===== config.mk =====
export PLATFORM = sky130hd
export DESIGN_NAME = rc4_prga_engine
export DESIGN_NICKNAME = d
export VERILOG_FILES = /design/src/rtl/rc4_prga_engine.sv
export SDC_FILE = /design/constraint.sdc
export NUM_CORES = 1
export LEC_CHECK = 0
export CAP_MARGIN = 20
export CORE_ASPECT_RATIO = 0.9
export CORE_MARGIN = 4
export CORE_UTILIZATION = 35
export CTS_BUF_LIST = sky130_fd_sc_hd__clkbuf_4
export DETAILED_ROUTE_END_ITERATION = 8
export PLACE_DENSITY_LB_ADDON = 0.25
export SLEW_MARGIN = 20
export SYNTH_ARGS = -nofsm -noshare
export SYNTH_HDL_FRONTEND = slang
export SYNTH_SLANG_ARGS = --single-unit

===== constraint.sdc =====
create_clock -name clk -period 5.24 [get_ports clk]
set_input_delay 1.048 -clock clk [delete_from_list [all_inputs] [get_ports clk]]
set_output_delay 1.048 -clock clk [all_outputs]
set_load 0.01 [all_outputs]

===== src/rtl/rc4_prga_engine.sv =====
// RC4 keystream generator and decryptor with in-place S swaps over a single-port synchronous RAM.
// 9 cycles per byte; no backpressure, and start is ignored except in IDLE/DONE.
module rc4_prga_engine #(
   parameter int                MSG_DEP  = 32,
   parameter int                DATA_W   = 8,
   parameter int                ADDR_W   = 8,
   parameter int                K_W      = 5,
   parameter bit                CHECK_EN = 1'b1,
   parameter logic [DATA_W-1:0] LO_CHAR  = 8'h61,
   parameter logic [DATA_W-1:0] HI_CHAR  = 8'h7A,
   parameter logic [DATA_W-1:0] SP_CHAR  = 8'h20
) (
   input  logic              clk,
   input  logic              reset,
   input  logic              start,
   output logic [ADDR_W-1:0] s_addr,
   output logic [DATA_W-1:0] s_wdata,
   output logic              s_we,
   input  logic [DATA_W-1:0] s_rdata,
   output logic [K_W-1:0]    rom_addr,
   input  logic [DATA_W-1:0] rom_rdata,
   output logic [K_W-1:0]    dec_addr,
   output logic [DATA_W-1:0] dec_wdata,
   output logic              dec_we,
   output logic              busy,
   output logic              done,
   output logic              ok
);

   typedef enum logic [3:0] {
      IDLE, RD_I, GET_I, RD_J, GET_J, WR_J, WR_I, RD_F, GET_F, WR_OUT, DONE
   } state_t;

   state_t            state, state_nxt;
   logic [ADDR_W-1:0] i, j;
   logic [K_W-1:0]    k;
   logic [DATA_W-1:0] si, sj, f;
   logic              ok_q;
   logic [DATA_W-1:0] pt;
   logic              pt_legal, abort, last_byte;

   assign pt        = f ^ rom_rdata;
   assign pt_legal  = ((pt >= LO_CHAR) && (pt <= HI_CHAR)) || (pt == SP_CHAR);
   assign abort     = CHECK_EN && !pt_legal;
   assign last_byte = (k == K_W'(MSG_DEP - 1));

   always_ff @(posedge clk or negedge reset) begin
      if (!reset) state <= IDLE;
      else        state <= state_nxt;
   end

   always_comb begin
      state_nxt = state;
      unique case (state)
         IDLE:    if (start) state_nxt = RD_I;
         RD_I:    state_nxt = GET_I;
         GET_I:   state_nxt = RD_J;
         RD_J:    state_nxt = GET_J;
         GET_J:   state_nxt = WR_J;
         WR_J:    state_nxt = WR_I;
         WR_I:    state_nxt = RD_F;
         RD_F:    state_nxt = GET_F;
         GET_F:   state_nxt = WR_OUT;
         WR_OUT:  state_nxt = (abort || last_byte) ? DONE : RD_I;
         DONE:    if (start) state_nxt = RD_I;
         default: state_nxt = IDLE;
      endcase
   end

   // Index, swap-operand and keystream registers; a restart from DONE clears exactly like IDLE.
   always_ff @(posedge clk or negedge reset) begin
      if (!reset) begin
         i    <= '0;
         j    <= '0;
         k    <= '0;
         si   <= '0;
         sj   <= '0;
         f    <= '0;
         ok_q <= 1'b0;
      end else begin
         case (state)
            IDLE, DONE: begin
               if (start) begin
                  i    <= '0;
                  j    <= '0;
                  k    <= '0;
                  ok_q <= 1'b0;
               end
            end
            RD_I: i <= i + ADDR_W'(1);
            GET_I: begin
               si <= s_rdata;
               j  <= j + ADDR_W'(s_rdata);
            end
            GET_J: sj <= s_rdata;
            GET_F: f  <= s_rdata;
            WR_OUT: begin
               if (abort)          ok_q <= 1'b0;
               else if (last_byte) ok_q <= 1'b1;
               else                k    <= k + K_W'(1);
            end
            default: ;
         endcase
      end
   end

   always_comb begin
      s_addr    = '0;
      s_wdata   = '0;
      s_we      = 1'b0;
      dec_we    = 1'b0;
      unique case (state)
         RD_I:   s_addr = i + ADDR_W'(1);
         RD_J:   s_addr = j;
         WR_J: begin
            s_addr  = j;
            s_wdata = si;
            s_we    = 1'b1;
         end
         WR_I: begin
            s_addr  = i;
            s_wdata = sj;
            s_we    = 1'b1;
         end
         RD_F:   s_addr = ADDR_W'(si) + ADDR_W'(sj);
         WR_OUT: dec_we = 1'b1;
         default: ;
      endcase
   end

   assign rom_addr  = k;
   assign dec_addr  = k;
   assign dec_wdata = pt;
   assign busy      = (state != IDLE) && (state != DONE);
   assign done      = (state == DONE);
   assign ok        = ok_q;

endmodule


==> flow_summary.toml <==
[status]
result_of_the_run = "completed"

[timing]
setup_violations = 0
slew_viol_final = 0
slew_at_the_pin_with_the_worst_max_slew_slack_ns = 1.01
achievable-frequency_ghz = 0.247
setup-tns-final_ns = 0
finClkSkew_ns = 0.00768
rsz0062_at_grt = "false"
final_period_minus_worst_setup_slack_ns = 4.05
final_cycle_utilization_of_the_critical_path_pct = 77.4
relSlewSlack_pct = 32.5
whs_ns = 0.534
finalHoldViolations = 0

[placed_design]
place.port_buffers = 57
post-dp-hpwl_um = 6070
gp_congestion = 0.827

[floorplan]
die-area_sq_um = 10800
rows = 32
die_width_um = 109
core_area_sq_um = 8770
starting_density_pct = 36.7
top_level_ports = 58
fp.dieH_um = 98.9

[synthesis]
synth_cells = 339
synth_fp_nets = 377
syn_area_per_cell_sq_um = 9.49
ys_warn_count = 0
cell_area_after_technology_mapping_sq_um = 3220
synth_flop_cell = "dfrtp_1"
synth.ff_latch_count = 50
synth-seq-area-share_pct = 38.9
number_of_unique_standard_cell_types_used_by_synthesis = 55
async_flop_share_pct = 100
synth-edff-count = 0

[clock_network]
postCtsHoldBufs = 0
tritoncts = "yes"
clkLatencyLatePin_ns = 0.39
cts.htree.levels = 2
cts_num_sinks = 50
post-cts-setup-buffer-count = 0
path_clk_slew_ns = 0.17
number_of_buffers_inserted_during_clock_tree_synthesis = 5
clockBufferDepth = 2
clockRootBuffer = "clkbuf_4"
cts-resized-gates = 0

[finish]
final_layout_size_suffix_gt1_share_pct = 6.17
multiInputGateArea_sq_um = 1830
final_net_count = 426
n_antenna_cell = 0
ff_latch_area_sq_um = 1250
utilization_pct = 44.9
area.growth.synth_to_final_pct = 22.6
filler_cell_count = 851

[grt]
vias_in_the_first_global_route = 2590
grt_util_all_layers_pct = 15.6
grt_pass1_wl_um = 13400
antenna_found_initial = 0
grt.overflow.total = 0
maximum_number_of_pins_on_one_net_before_global_route_repair = 51

[pwr]
internal_power_uw = 1250
comb_power_share_pct = 56.9
cellLeakagePower_uw = 0.00171
worst_ir_drop_vdd_uv = 205
totalPowerFinal_uw = 2230
power.switching_uw = 980
seq_power_share_pct = 32.0
power.share.clock_pct = 11.1
p_per_cell_area_nw_per_um2 = 565
p_sw_share_pct = 44.0

[detailed_routing]
overall_routed_net_length_um = 7960
via_count = 2614
drtAntennaViolNets = 0
vias_per_cell = 5.15
drcViolationCount = 0
wire_per_inst_um = 15.7
first_iter_violations = 145
first_pass_iters = 4

[critical_path]
cp-end-kind = "output pin"
crit_path_start_kind = "flip-flop"
cp_cell_sequence = "nand2b_1, nor2_1, o21ai_1, and3_1, o21ai_1, clkdlybuf4s50_1"
crit_path_top_delay_cell = "nor2_1"
critical_path.top_delay_family = "simple AND/OR/NAND/NOR gates"
criticalPathCategory = "reg2out"
cp_slowest_stage_delay_ns = 0.82
worstPathMaxFanout = 15
critPathBufInv = 1
worst_ep_required_time_ns = 4.19
crit_path_frequent_cell = "o21ai_1"
arrival_ns = 3.01

[job]
cap_violations = 0

[hold_path]
worst_hold_path_type = "reg2reg"
[power by group through the flow]
| stage | Combinational, uW | Clock [uW] | Sequential (uW) |
|---|---|---|---|
| 6_report | 1270 | 246 | 713 |
| 5_1_grt | 1420 | 274 | 738 |
| 4_1_cts | 1280 | 253 | 710 |
| 3_5_place_dp | 1270 | 0 | 718 |
| 3_3_place_gp | 1260 | 0 | 711 |
| 2_1_floorplan | 912 | 0 | 639 |
[layout by cell type (no fill, tap or decap), drive strengths merged, types with 9 or more instances in the layout]
cell type	count
ha	17
nand2b	9
clkdlybuf4s50	56
a21oi	15
nand2	43
nor2	22
o21ai	26
a22o	9
inv	12
mux2	17
nand3	11
dfrtp	50
xor2	15
[area by class of cell]
cell class | instances | share of cell area (%)
inverters | 11 | 1.05
repair buffers | 59 | 14.7
flip-flops and latches | 50 | 31.7
multi-input cells | 261 | 46.5
well taps | 119 | 3.78
clock inverters | 3 | 1.21
clock buffers | 5 | 0.952
[worst reg2reg max path, stage by stage, from the launching register on]
cell,delay [ns]
dfrtp_1,0.56
nand2b_1,0.33
nor3_1,0.64
a21oi_1,0.33
o21ai_1,0.21
o31ai_1,0.09
[through the flow]
stage / worst slack (ns) / area, sq um / cells
final: 1.19 / 3940 / 508
after global placement: 1.65 / 3860 / 500
after detailed placement: 1.62 / 3860 / 500
after floorplan: 2.42 / 3220 / 339
after CTS: 1.15 / 3940 / 508
after global routing: 0.924 / 3940 / 508
[cells in the mapped netlist (all sizes together), types with 4 or more instances]
| cell type | number | area (sq um) |
|---|---|---|
| a21oi | 15 | 75.1 |
| a22o | 9 | 78.8 |
| and3 | 7 | 43.8 |
| buf | 8 | 55.1 |
| clkbuf | 9 | 33.8 |
| dfrtp | 50 | 1250 |
| ha | 17 | 213 |
| inv | 11 | 41.3 |
| mux2 | 17 | 195 |
| nand2 | 43 | 164 |
| nand2b | 9 | 56.3 |
| nand3 | 11 | 55.1 |
| nor2 | 22 | 87.6 |
| nor3 | 7 | 45.0 |
| o211ai | 6 | 45.0 |
| o21ai | 26 | 130 |
| o31ai | 4 | 30.0 |
| or3 | 4 | 25.0 |
| xnor2 | 7 | 61.3 |
| xor2 | 15 | 161 |
[registers in the layout, indices dropped and copies added, names as in the netlist]
name and cells:
dec_addr 5, i 8, f 8, state 4, sj 8, ok 1
si 8, j 8
[logic make-up after synthesis]
group	synth area share, %
and+or+nand+nor	18.5
AOI/OAI and AO/OA	17.0
DFF	38.9
buffers and inverters	4.05
xor gates and xnor gates	6.93
muxes	6.69
adders and majority gates	7.86
[layer usage]
layer  up-vias  GRT usage, %  part of all wire (%)
met5         -             0                     0
met4         0          3.88                   1.4
met3        10          3.21                   4.3
met2        52          23.4                    45
met1      1251          23.0                    49
li1       1301             -                     -
[path summary, 6_finish.rpt]
path | from | end | slack, ns | cells after the start
worst max-delay path | state[0]$_DFFE_PN0P_ | s_addr[3] | 1.19 | 6
worst min-delay path | f[5]$_DFFE_PN0P_ | f[5]$_DFFE_PN0P_ | 0.53 | 1
worst max register to register | state[1]$_DFFE_PN0P_ | i[6]$_DFFE_PN0P_ | 2.98 | 5
worst min register to register | f[5]$_DFFE_PN0P_ | f[5]$_DFFE_PN0P_ | 0.53 | 1
max in group asynchronous | reset | i[6]$_DFFE_PN0P_ | 4.06 | 2
min in group asynchronous | reset | j[6]$_DFFE_PN0P_ | 0.74 | 2
(Power assumes the default switching activity.)
